<file path="src/rtl/im2col_addr_gen.sv">
// im2col read-address generator for one convolution layer.
// Derives the output size (T-K)/S by repeated subtraction, then walks
// kx -> ky -> c -> ox -> oy, issuing one input-buffer address per handshake.
//
// state  | meaning
// S_IDLE | waiting for a 0->1 edge on start_conv
// S_CALC | one compare/subtract per cycle to find q = (T-K)/S
// S_PARA | n_ofs valid, n_para_done pulse, walk counters cleared
// S_WALK | addr_valid high, counters advance on each accepted address
// S_DONE | w_done pulse, back to idle
module im2col_addr_gen #(
  parameter int TENSOR_W = 8,
  parameter int KERNEL_W = 4,
  parameter int CHAN_W   = 8,
  parameter int STRIDE_W = 3,
  parameter int ADDR_W   = 16
) (
  input  logic                clk,
  input  logic                rstn,
  input  logic                start_conv,
  input  logic [TENSOR_W-1:0] tensor_size,
  input  logic [KERNEL_W-1:0] kernel_size,
  input  logic [CHAN_W-1:0]   channels,
  input  logic [STRIDE_W-1:0] stride,
  input  logic                addr_ready,
  output logic                addr_valid,
  output logic [ADDR_W-1:0]   rd_addr,
  output logic                col_last,
  output logic                n_para_done,
  output logic [TENSOR_W-1:0] n_ofs,
  output logic                w_done,
  output logic                param_err
);

  typedef enum logic [2:0] {S_IDLE, S_CALC, S_PARA, S_WALK, S_DONE} state_t;

  state_t r_state;
  state_t w_next;

  logic                r_start_prev;
  logic [TENSOR_W-1:0] r_t;
  logic [KERNEL_W-1:0] r_k;
  logic [CHAN_W-1:0]   r_c;
  logic [STRIDE_W-1:0] r_s;
  logic [ADDR_W-1:0]   r_tt;
  logic [TENSOR_W-1:0] r_rem;
  logic [TENSOR_W-1:0] r_q;
  logic [KERNEL_W-1:0] r_kx, r_ky;
  logic [CHAN_W-1:0]   r_ci;
  logic [TENSOR_W-1:0] r_ox, r_oy;
  logic [TENSOR_W-1:0] r_ox_base, r_oy_base;

  logic                w_start_edge;
  logic                w_bad;
  logic [TENSOR_W-1:0] w_s_ext;
  logic                w_calc_step;
  logic                w_kx_last, w_ky_last, w_c_last, w_ox_last, w_oy_last;
  logic                w_fire;
  logic                w_final;
  logic [ADDR_W-1:0]   w_chan_off, w_row, w_col;

  assign w_start_edge = start_conv & ~r_start_prev;
  assign w_bad        = (tensor_size < TENSOR_W'(kernel_size)) || (channels == '0);
  assign w_s_ext      = TENSOR_W'(r_s);
  assign w_calc_step  = (r_rem >= w_s_ext);

  assign w_kx_last = (r_kx == r_k - KERNEL_W'(1));
  assign w_ky_last = (r_ky == r_k - KERNEL_W'(1));
  assign w_c_last  = (r_ci == r_c - CHAN_W'(1));
  assign w_ox_last = (r_ox == r_q);
  assign w_oy_last = (r_oy == r_q);
  assign w_fire    = (r_state == S_WALK) && addr_ready;
  assign w_final   = w_kx_last & w_ky_last & w_c_last & w_ox_last & w_oy_last;

  // Address is a pure function of the registered counters, so it holds while stalled.
  assign w_chan_off = ADDR_W'(r_ci) * r_tt;
  assign w_row      = ADDR_W'(r_oy_base) + ADDR_W'(r_ky);
  assign w_col      = ADDR_W'(r_ox_base) + ADDR_W'(r_kx);
  assign rd_addr    = w_chan_off + w_row * ADDR_W'(r_t) + w_col;

  // State register.
  always_ff @(posedge clk or negedge rstn) begin
    if (!rstn) r_state <= S_IDLE;
    else       r_state <= w_next;
  end

  // Next-state and state-decoded outputs.
  always_comb begin
    w_next      = r_state;
    addr_valid  = 1'b0;
    n_para_done = 1'b0;
    w_done      = 1'b0;
    col_last    = 1'b0;
    case (r_state)
      S_IDLE: if (w_start_edge) w_next = w_bad ? S_DONE : S_CALC;
      S_CALC: if (!w_calc_step) w_next = S_PARA;
      S_PARA: begin
        n_para_done = 1'b1;
        w_next      = S_WALK;
      end
      S_WALK: begin
        addr_valid = 1'b1;
        col_last   = w_kx_last & w_ky_last & w_c_last;
        if (w_fire && w_final) w_next = S_DONE;
      end
      S_DONE: begin
        w_done = 1'b1;
        w_next = S_IDLE;
      end
      default: w_next = S_IDLE;
    endcase
  end

  // Parameter latch, output-size division and walk counters.
  always_ff @(posedge clk or negedge rstn) begin
    if (!rstn) begin
      r_start_prev <= 1'b0;
      r_t          <= '0;
      r_k          <= '0;
      r_c          <= '0;
      r_s          <= '0;
      r_tt         <= '0;
      r_rem        <= '0;
      r_q          <= '0;
      r_kx         <= '0;
      r_ky         <= '0;
      r_ci         <= '0;
      r_ox         <= '0;
      r_oy         <= '0;
      r_ox_base    <= '0;
      r_oy_base    <= '0;
      n_ofs        <= '0;
      param_err    <= 1'b0;
    end else begin
      r_start_prev <= start_conv;
      case (r_state)
        S_IDLE: begin
          if (w_start_edge) begin
            r_t       <= tensor_size;
            r_k       <= kernel_size;
            r_c       <= channels;
            r_s       <= (stride == '0) ? STRIDE_W'(1) : stride;
            r_tt      <= ADDR_W'(tensor_size) * ADDR_W'(tensor_size);
            r_rem     <= tensor_size - TENSOR_W'(kernel_size);
            r_q       <= '0;
            param_err <= w_bad;
            if (w_bad) n_ofs <= '0;
          end
        end
        S_CALC: begin
          if (w_calc_step) begin
            r_rem <= r_rem - w_s_ext;
            r_q   <= r_q + TENSOR_W'(1);
          end else begin
            n_ofs <= r_q;
          end
        end
        S_PARA: begin
          r_kx      <= '0;
          r_ky      <= '0;
          r_ci      <= '0;
          r_ox      <= '0;
          r_oy      <= '0;
          r_ox_base <= '0;
          r_oy_base <= '0;
        end
        S_WALK: begin
          if (w_fire) begin
            r_kx <= w_kx_last ? '0 : r_kx + KERNEL_W'(1);
            if (w_kx_last) begin
              r_ky <= w_ky_last ? '0 : r_ky + KERNEL_W'(1);
              if (w_ky_last) begin
                r_ci <= w_c_last ? '0 : r_ci + CHAN_W'(1);
                if (w_c_last) begin
                  if (w_ox_last) begin
                    r_ox      <= '0;
                    r_ox_base <= '0;
                    if (w_oy_last) begin
                      r_oy      <= '0;
                      r_oy_base <= '0;
                    end else begin
                      r_oy      <= r_oy + TENSOR_W'(1);
                      r_oy_base <= r_oy_base + w_s_ext;
                    end
                  end else begin
                    r_ox      <= r_ox + TENSOR_W'(1);
                    r_ox_base <= r_ox_base + w_s_ext;
                  end
                end
              end
            end
          end
        end
        default: ;
      endcase
    end
  end

endmodule

</file>
<file path="config.mk">
export PLATFORM = sky130hd
export DESIGN_NAME = im2col_addr_gen
export DESIGN_NICKNAME = d
export VERILOG_FILES = /design/src/rtl/im2col_addr_gen.sv
export SDC_FILE = /design/constraint.sdc
export NUM_CORES = 1
export LEC_CHECK = 0
export ABC_AREA = 1
export BUFFER_PORTS_ARGS = -buffer_cell sky130_fd_sc_hd__buf_2
export CORE_AREA = 2 2 159 177
export CTS_CLUSTER_DIAMETER = 50
export CTS_CLUSTER_SIZE = 30
export DETAILED_ROUTE_END_ITERATION = 16
export DIE_AREA = 0 0 161 179
export GPL_ROUTABILITY_DRIVEN = 0
export PLACE_DENSITY_LB_ADDON = 0.12
export SETUP_SLACK_MARGIN = 0.15
export SLEW_MARGIN = 40
export SYNTH_ARGS = -nofsm -noshare
export SYNTH_HDL_FRONTEND = slang
export SYNTH_SLANG_ARGS = --single-unit
</file>
<file path="constraint.sdc">
create_clock -name clk -period 8.5 [get_ports clk]
set_input_delay 0 -clock clk [delete_from_list [all_inputs] [get_ports clk]]
set_output_delay 0 -clock clk [all_outputs]
set_load 0.05 [all_outputs]
</file>
==> impl_metrics.yaml, run 1 <==
run_status:
  outcome: "finished clean"
floorplanning:
  dieHeight_um: 179
  boundaryPins: 56
  rows: 64
  core_area_um2: 27200
  die_area_um2: 28800
  die_w_um: 161
  start_util_pct: 54.1
worst_hold_path:
  hold_end: "r_state[1]"
  min-delay-start: "addr_ready"
  whs_path_depth: 6
  hp-class: "primary input to register"
yosys:
  yosys_warnings: 0
  synth_ff_type: "dfrtp_1"
  ys_seq_elements: 114
  yosysTopAreaCellShare_pct: 22.2
  netlist_instances: 1973
  syn_area_per_cell_um2: 7.46
  synth_edf_count: 0
  yosysSeqAreaShare_pct: 19.4
  yosysUniqueCellTypes: 55
  yosysMostFrequentCell: "nand2_1"
  synth_top_cell_by_area: "fa_1"
  synth.area.top_cells: "fa_1 (22%), dfrtp_1 (19%), nand2_1 (13%)"
  synthArstFlopShare_pct: 100
  synth_area_um2: 14700
  yosys-top-cells-count: "nand2_1 (519), inv_1 (438), fa_1 (163), nor2_1 (128), ha_1 (117)"
placed_design:
  dp_slack_ps: 1370
  hpwl_um: 28200
  port_buffers: 55
routing:
  avgRoutedWirePerCell_um: 15.0
  first_iter_violations: 681
  drcViolationCount: 0
  vias: 12400
  wl_um: 35900
  ant_nets: 0
  vias_per_cell: 5.17
  drt_pass1_iterations: 5
setup_path:
  timing.rr.start: "r_state[0]"
  r2r_cells: 10
  crit_path_start_kind: "register"
  worstPathArrival_ps: 7560
  slowest_delay_ps: 550
  crit_path_max_fanout: 5
  crit_path_frequent_cell: "fa_1"
  cpMaxStageDelayCell: "fa_1"
  r2r_setup_slack_ps: 5490
  worst-path-buf-inv: 4
  end_kind: "output port"
  worstPathRequired_ps: 8500
  worst_path_dominant_cell_family: "adder cells"
  reg2reg_to: "r_tt[2]"
  critical_path_class: "register to output port"
global_route:
  grt_usage_pct: 26.6
  grt_pass1_vias: 12500
  gr-total-overflow: 0
  grt_first_pass_wirelength_um: 61200
  antenna_found_initial: 0
  grt_max_degree: 63
clock_network:
  cts.repair.resized: 0
  clock-sinks: 114
  cts_buffers: 17
  cts_buffer_depth: 2
  cts_root_buf: "clkbuf_16"
  tritoncts: "yes"
  path_clk_slew_ps: 60
  cts.htree.levels: 4
  worst_skew_pair.late_latency_ps: 430
  post_cts_buffers: 0
timing:
  fin_crit_sh_pct: 89.0
  drv_slew: 0
  finalCriticalPeriod_ps: 7560
  hold_viol: 0
  layout_setup_ws_ps: 938
  slew_headroom_pct: 42.9
  rsz0062_at_grt: "no"
  fin_skew_ps: 15.6
  worst_slew_pin_slew_ps: 856
  fmax_ghz: 0.132
  setup_viol: 0
  timing.hold.ws_ps: 8.19
  tns_ps: 0
job:
  cap_violations: 0
power_and_ir_drop:
  pwr-share-seq_pct: 20.2
  power.density_nw_per_um2: 341
  power_mw: 5.46
  irDropWorstVdd_mv: 0.640
  netSwitchingPower_mw: 3.14
  p_clk_share_pct: 13.0
  internal_power_mw: 2.32
  leakage_nw: 8.89
  p_comb_share_pct: 66.8
  p_sw_share_pct: 57.4
layout:
  multi_input_area_um2: 9930
  seqCellArea_um2: 2860
  diodes: 0
  drive_gt1_share_pct: 7.04
  area.growth.synth_to_final_pct: 8.78
  nFillCells: 2565
  layout.nets: 2325
[logic make-up (layout without fill, tap and decap cells)]
logic type / count (synthesis) / after routing / synth area share [%]
AO/OA/AOI/OAI: 166 / 166 / 6.32
XOR/XNOR: 81 / 81 / 4.82
adder cells (fa/ha/maj): 280 / 280 / 32.1
buffers and inverters: 502 / 557 / 13.2
flip-flops: 114 / 114 / 19.4
multiplexers: 1 / 1 / 0.0765
other: 2 / 5 / 0.0510
AND/OR/NAND/NOR: 827 / 827 / 24.0
[cell type report]
| class | instances | area share [%] |
|---|---|---|
| multi-input combinational | 1360 | 62.0 |
| sequential | 114 | 17.8 |
| inverter | 445 | 10.4 |
| timing repair buffer | 80 | 3.27 |
| tap | 363 | 2.84 |
| clock buffer | 19 | 2.77 |
| clock inverter | 13 | 0.836 |
[worst reg2reg max path: cells and delay by family, from the launching register on]
family	cells	cell delay (ps)
simple gates	3	450
flops	1	410
compound gates	1	200
buf+inv	6	1890
[layout by cell type (no fill, tap or decap), types with 22 or more instances in the layout]
cell           instances
nand2_1              519
inv_1                438
fa_1                 163
nor2_1               128
ha_1                 117
dfrtp_1              112
o21ai_0               78
nand3_1               70
xor2_1                57
buf_2                 54
a21oi_1               51
nor3_1                30
nand4_1               30
xnor2_1               24
dlygate4sd3_1         22
[through the flow]
| stage | instances | instance area, um^2 | utilization (%) |
|---|---|---|---|
| 3_3_place_gp | 2340 | 15200 | 55.9 |
| 6_report | 2394 | 16000 | 58.8 |
| 5_1_grt | 2394 | 16000 | 58.8 |
| 4_1_cts | 2394 | 16000 | 58.8 |
| 3_5_place_dp | 2340 | 15200 | 55.9 |
| 2_1_floorplan | 1976 | 14700 | - |
[power groups by stage]
stage               sequential (mW)  clock [mW]  combinational (mW)
global route                   1.13       0.746                4.12
CTS                            1.09       0.720                3.67
global placement               1.09           0                3.56
detailed placement             1.10           0                3.63
floorplan                     0.944           0                2.95
finish                         1.10       0.710                3.65
[flip-flops by register name, summed over array words and instances, names as in the netlist]
signal        flops
r_kx              4
param_err         1
r_oy              8
r_ci              8
r_tt             14
r_s               3
r_oy_base         8
r_t               8
r_state           3
r_ox_base         8
r_rem             8
r_start_prev      1
r_q               8
r_c               8
r_k               4
n_ofs             8
r_ox              8
r_ky              4
[worst max path at each step]
stage	from	to	slack, ps	depth (start not counted)
after CTS	r_ky[2]	rd_addr[12]	900	26
final	r_ky[2]	rd_addr[12]	940	26
after global routing	r_ky[2]	rd_addr[12]	460	26
after detailed placement	r_ky[2]	rd_addr[12]	1370	26
after floorplan	r_ky[2]	rd_addr[12]	1720	25
after global placement	r_ky[2]	rd_addr[12]	1560	26
[what timing repair did]
item | CTS | global route
setup endpoints to repair | 0 | 0
hold buffers | 22 | 0
endpoints found under the hold margin | 71 | 0
[routing by layer]
layer | vias up | track usage (%) | part of all wire, % | wire, um
met5 | - | 0 | 0 | 0
met2 | 261 | 47.1 | 50 | 17900
met4 | 0 | 7.59 | 1.9 | 666
li1 | 6042 | - | - | -
met1 | 6017 | 34.7 | 45 | 16100
met3 | 52 | 3.03 | 3.4 | 1220
No activity file was read; power rests on OpenSTA's default activity.
==> run 2: changes to the inputs <==
--- a/config.mk
+++ b/config.mk
@@ -7,11 +7,11 @@
 export LEC_CHECK = 0
 export ABC_AREA = 1
 export BUFFER_PORTS_ARGS = -buffer_cell sky130_fd_sc_hd__buf_2
-export CORE_AREA = 2 2 159 177
+export CORE_AREA = 2 2 147 163
 export CTS_CLUSTER_DIAMETER = 50
 export CTS_CLUSTER_SIZE = 30
 export DETAILED_ROUTE_END_ITERATION = 16
-export DIE_AREA = 0 0 161 179
+export DIE_AREA = 0 0 149 165
 export GPL_ROUTABILITY_DRIVEN = 0
 export PLACE_DENSITY_LB_ADDON = 0.12
 export SETUP_SLACK_MARGIN = 0.15
==> run 2 against run 1 <==
Total power is 1.2% higher; sequential share of layout area is essentially flat; sequential power about the same; critical endpoint unchanged; largest cell class unchanged; highest routed layer unchanged.
==> impl_metrics.yaml, run 2 (same netlist as run 1, synthesis figures left out) <==
setup_path:
  crit_path_max_fanout: 6
  r2r_setup_slack_ps: 5560
  critical_path_class: "register to output port"
  timing.rr.start: "r_state[0]"
  critical_path.endpoint: "rd_addr[12]"
  cpMaxStageDelayCell: "fa_1"
  slowest_delay_ps: 550
  startpoint: "r_ky[2]"
  crit_path_frequent_cell: "fa_1"
  reg2reg_to: "r_tt[2]"
  r2r_cells: 10
  worstPathRequired_ps: 8500
  worstPathArrival_ps: 7530
  crit_path_start_kind: "register"
  end_kind: "output port"
timing:
  fin_crit_sh_pct: 88.5
  rsz0062_at_grt: "no"
  tns_ps: 0
  hold_viol: 0
  finalCriticalPeriod_ps: 7530
  worst_slew_pin_slew_ps: 878
  drv_slew: 0
  fin_skew_ps: 15.1
  timing.hold.ws_ps: 29.0
  fmax_ghz: 0.133
  setup_viol: 0
  slew_headroom_pct: 41.4
layout:
  largest-register: "r_tt"
  nFillCells: 1913
  largest_register_ffs: 14
  layout.nets: 2326
  final_cells: 2331
  seqCellArea_um2: 2850
  layout_common_cells: "nand2_1 (519), inv_1 (438), fa_1 (163)"
  area.growth.synth_to_final_pct: 8.65
  multi_input_area_um2: 9930
  layout_commonest_cell: "nand2_1"
  diodes: 0
  drive_gt1_share_pct: 6.89
routing:
  ant_nets: 0
  vias_per_cell: 5.39
  drcViolationCount: 0
  wl_um: 35300
  avgRoutedWirePerCell_um: 15.1
  first_iter_violations: 873
  drt_pass1_iterations: 6
  vias: 12600
job:
  cap_violations: 0
floorplanning:
  die_area_um2: 24600
  start_util_pct: 64.6
  die_w_um: 149
  core_area_um2: 22800
  rows: 58
  boundaryPins: 56
  dieHeight_um: 165
global_route:
  gr-total-overflow: 0
  antenna_found_initial: 0
  grt_pass1_vias: 12600
  grt_max_degree: 59
  grt_usage_pct: 30.8
  grt_first_pass_wirelength_um: 60000
clock_network:
  post_cts_buffers: 0
  clock-sinks: 114
  cts_buffer_depth: 2
  cts.htree.levels: 4
  cts_buffers: 17
  cts_root_buf: "clkbuf_16"
  worst_skew_pair.late_latency_ps: 420
  cts.repair.resized: 0
  tritoncts: "yes"
  path_clk_slew_ps: 60
placed_design:
  port_buffers: 55
  dp_cells: 2277
  hpwl_um: 27500
power_and_ir_drop:
  internal_power_mw: 2.39
  irDropWorstVdd_mv: 0.270
  netSwitchingPower_mw: 3.14
  power.density_nw_per_um2: 346
  p_clk_share_pct: 14.1
  p_comb_share_pct: 66.1
  power_mw: 5.53
  leakage_nw: 8.92
  p_sw_share_pct: 56.8
  pwr-share-seq_pct: 19.9
run_status:
  outcome: "finished clean"
worst_hold_path:
  hp-class: "primary input to register"
-- run 2: cell count changes in the layout (fill, tap and decap cells not counted), moves of 2 or more --
cell / delta
clkinv_2: -4
dfrtp_2: -2
bufinv_16: +2
clkinv_4: +2
dfrtp_1: +2
-- run 2: power groups by stage --
stage,registers [mW],clock network [mW],logic [mW]
4_1_cts,1.09,0.782,3.66
2_1_floorplan,0.944,0,2.95
3_5_place_dp,1.09,0,3.62
5_1_grt,1.12,0.804,4.11
3_3_place_gp,1.08,0,3.53
6_report,1.10,0.778,3.65
-- run 2: critical path: cells and delay by family (launching register included) --
family / cells / cell delay [ps]
buffers and inverters: 5 / 480
and+or+nand+nor: 5 / 590
DFF: 1 / 430
xor gates and xnor gates: 2 / 620
AOI/OAI and AO/OA: 6 / 1310
adders and majority gates: 8 / 3650
-- run 2: routing by layer --
metal	track usage, %	part of all wire (%)	vias to the layer above
li1	-	-	6058
met1	41.0	43	6068
met2	53.3	49	370
met3	3.73	5.3	68
met4	9.00	2.6	0
met5	0	0	-
-- run 2: cell type report --
type	count	area share (%)
sequential	114	17.8
clock buffer	19	2.77
timing repair buffer	81	3.36
multi-input combinational	1360	62.1
clock inverter	12	1.14
tap	300	2.35
inverter	445	10.5
-- run 2: repair_timing --
item	CTS	global route
endpoints found under the setup margin	0	0
hold buffers	23	0
endpoints found under the hold margin	76	0
-- run 2: per-stage QoR --
stage	setup slack [ps]	util (%)	instance area, um^2
2_1_floorplan	1720	-	14700
3_3_place_gp	1610	66.4	15100
3_5_place_dp	1430	66.4	15100
4_1_cts	979	70.2	16000
5_1_grt	516	70.2	16000
6_report	974	70.2	16000
-- run 2: worst min path at each step --
stage / start / endpoint / slack (ps) / depth (start not counted)
3_5_place_dp: rstn / n_ofs[5] / 130 / 1
6_report: addr_ready / r_state[1] / 30 / 6
4_1_cts: tensor_size[1] / r_t[1] / 6 / 3
5_1_grt: tensor_size[6] / r_t[6] / 50 / 3
2_1_floorplan: rstn / n_ofs[0] / -300 / 0
3_3_place_gp: start_conv / r_start_prev / 120 / 1
==> run 3: changes to the inputs <==
==> constraint.sdc (replaced) <==
create_clock -name clk -period 8.5 [get_ports clk]
set_input_delay 0 -clock clk [delete_from_list [all_inputs] [get_ports clk]]
set_output_delay 0 -clock clk [all_outputs]
set_load 0.02 [all_outputs]
==> run 3 against run 2 <==
Critical path depth stayed put; die area stayed put; setup slack better by 80 ps; sequential power hardly changed; sequential share of layout area is 0.076 points higher; critical path type unchanged; critical endpoint unchanged.
==> impl_metrics.yaml, run 3 (same netlist as run 1, synthesis figures left out) <==
run_status:
  outcome: "finished clean"
routing:
  vias: 12500
  vias_per_cell: 5.38
  first_iter_violations: 831
  avgRoutedWirePerCell_um: 15.1
  wl_um: 35100
  drcViolationCount: 0
  ant_nets: 0
  drt_pass1_iterations: 5
timing:
  finalCriticalPeriod_ps: 7450
  fin_skew_ps: 18.5
  tns_ps: 0
  slew_headroom_pct: 44.0
  fmax_ghz: 0.134
  rsz0062_at_grt: "no"
  layout_setup_ws_ps: 1050
  hold_viol: 0
  setup_viol: 0
  worst_slew_pin_slew_ps: 840
  fin_crit_sh_pct: 87.6
  drv_slew: 0
global_route:
  grt_max_degree: 70
  gr-total-overflow: 0
  antenna_found_initial: 0
  grt_pass1_vias: 12600
  grt_first_pass_wirelength_um: 59800
  grt_usage_pct: 30.7
layout:
  multi_input_area_um2: 9930
  layout.nets: 2324
  largest-register: "r_tt"
  layout_commonest_cell: "nand2_1"
  finish.utilization_pct: 69.9
  area.growth.synth_to_final_pct: 8.24
  layout_common_cells: "nand2_1 (519), inv_1 (438), fa_1 (163)"
  drive_gt1_share_pct: 7.04
  largest_register_ffs: 14
  final_cell_area_um2: 15900
  diodes: 0
  nFillCells: 1917
  seqCellArea_um2: 2850
placed_design:
  port_buffers: 55
  dp_slack_ps: 1540
  hpwl_um: 27500
  place_area_um2: 15100
clock_network:
  cts.htree.levels: 4
  post_cts_buffers: 0
  tritoncts: "yes"
  cts_buffers: 17
  worst_skew_pair.late_latency_ps: 430
  clock-sinks: 114
  path_clk_slew_ps: 70
  cts_root_buf: "clkbuf_16"
  cts_buffer_depth: 2
floorplanning:
  dieHeight_um: 165
  core_area_um2: 22800
  die_w_um: 149
  rows: 58
  die_area_um2: 24600
  start_util_pct: 64.6
  boundaryPins: 56
setup_path:
  worstPathArrival_ps: 7450
  worstPathRequired_ps: 8500
  worst_path_dominant_cell_family: "adder cells"
  end_kind: "output port"
  reg2reg_to: "r_s[0]"
  critical_path_class: "register to output port"
  r2r_setup_slack_ps: 5670
  slowest_delay_ps: 560
  cpMaxStageDelayCell: "fa_1"
  crit_path_start_kind: "register"
  crit_path_max_fanout: 6
  r2r_cells: 10
  worst-path-buf-inv: 5
  crit_path_frequent_cell: "fa_1"
  timing.rr.start: "r_state[0]"
worst_hold_path:
  whs_path_depth: 3
  min-delay-start: "tensor_size[1]"
  hp-class: "primary input to register"
  hold_end: "r_tt[2]"
power_and_ir_drop:
  leakage_nw: 8.90
  irDropWorstVdd_mv: 0.217
  power.density_nw_per_um2: 316
job:
  cap_violations: 0
-- run 3: cell types whose count changed in the layout (fill, tap and decap cells not counted), moves of 2 or more --
cell	delta
clkinvlp_4	-2
bufinv_16	-3
inv_6	+6
dlygate4sd3_1	-2
inv_8	+4
-- run 3: where the power goes --
part | internal [mW] | switching [mW] | leakage (nW)
logic | 1.14 | 2.06 | 7.13
registers | 0.737 | 0.365 | 1.48
clock network | 0.417 | 0.309 | 0.288
total | 2.30 | 2.74 | 8.90
-- run 3: worst reg2reg max path, cell delays in order, from the launching register on --
cell and delay [ps]:
dfrtp_1 400, inv_1 190, nand2_1 140, inv_1 70, nand2_1 140, buf_4 300, inv_1 370, buf_4 390
nand2_1 90, o311ai_0 80, dlygate4sd3_1 600
-- run 3: per-stage QoR --
| step | hold slack, ps | total power [mW] | cells |
|---|---|---|---|
| global placement | 58.2 | 4.18 | 2277 |
| global route | 15.0 | 5.57 | 2330 |
| finish | 19.5 | 5.04 | 2330 |
| floorplan | -296 | 3.47 | 1976 |
| detailed placement | 63.7 | 4.28 | 2277 |
| CTS | 4.78 | 5.04 | 2330 |
-- run 3: cell type report --
type / count / area share [%]
clock buffers: 17 / 2.67
repair buffers: 79 / 3.23
clock inverters: 15 / 1.01
multi-input cells: 1360 / 62.3
inverters: 445 / 10.5
well taps: 300 / 2.36
flip-flops and latches: 114 / 17.9
-- run 3: worst max path at each step --
stage | startpoint | to | slack [ps] | cells after the start
after floorplan | r_ky[2] | rd_addr[12] | 2130 | 25
after global placement | r_ky[2] | rd_addr[12] | 1720 | 26
after detailed placement | r_ky[2] | rd_addr[12] | 1540 | 26
after CTS | r_ky[2] | rd_addr[12] | 1080 | 26
after global routing | r_ky[2] | rd_addr[12] | 690 | 26
final | r_ky[2] | rd_addr[12] | 1050 | 26
-- run 3: per-layer routing --
layer  part of all wire [%]  track usage, %  up-vias
li1                       -               -     6049
met1                     42            40.3     6012
met2                     48            52.2      409
met3                    6.5            5.17       65
met4                    2.8            10.2        0
met5                      0               0        -
-- run 3: timing repair --
item                                   CTS  global route
setup endpoints to repair                0             0
gates resized for setup                  0             0
endpoints found under the hold margin   64             0
hold buffers                            21             0
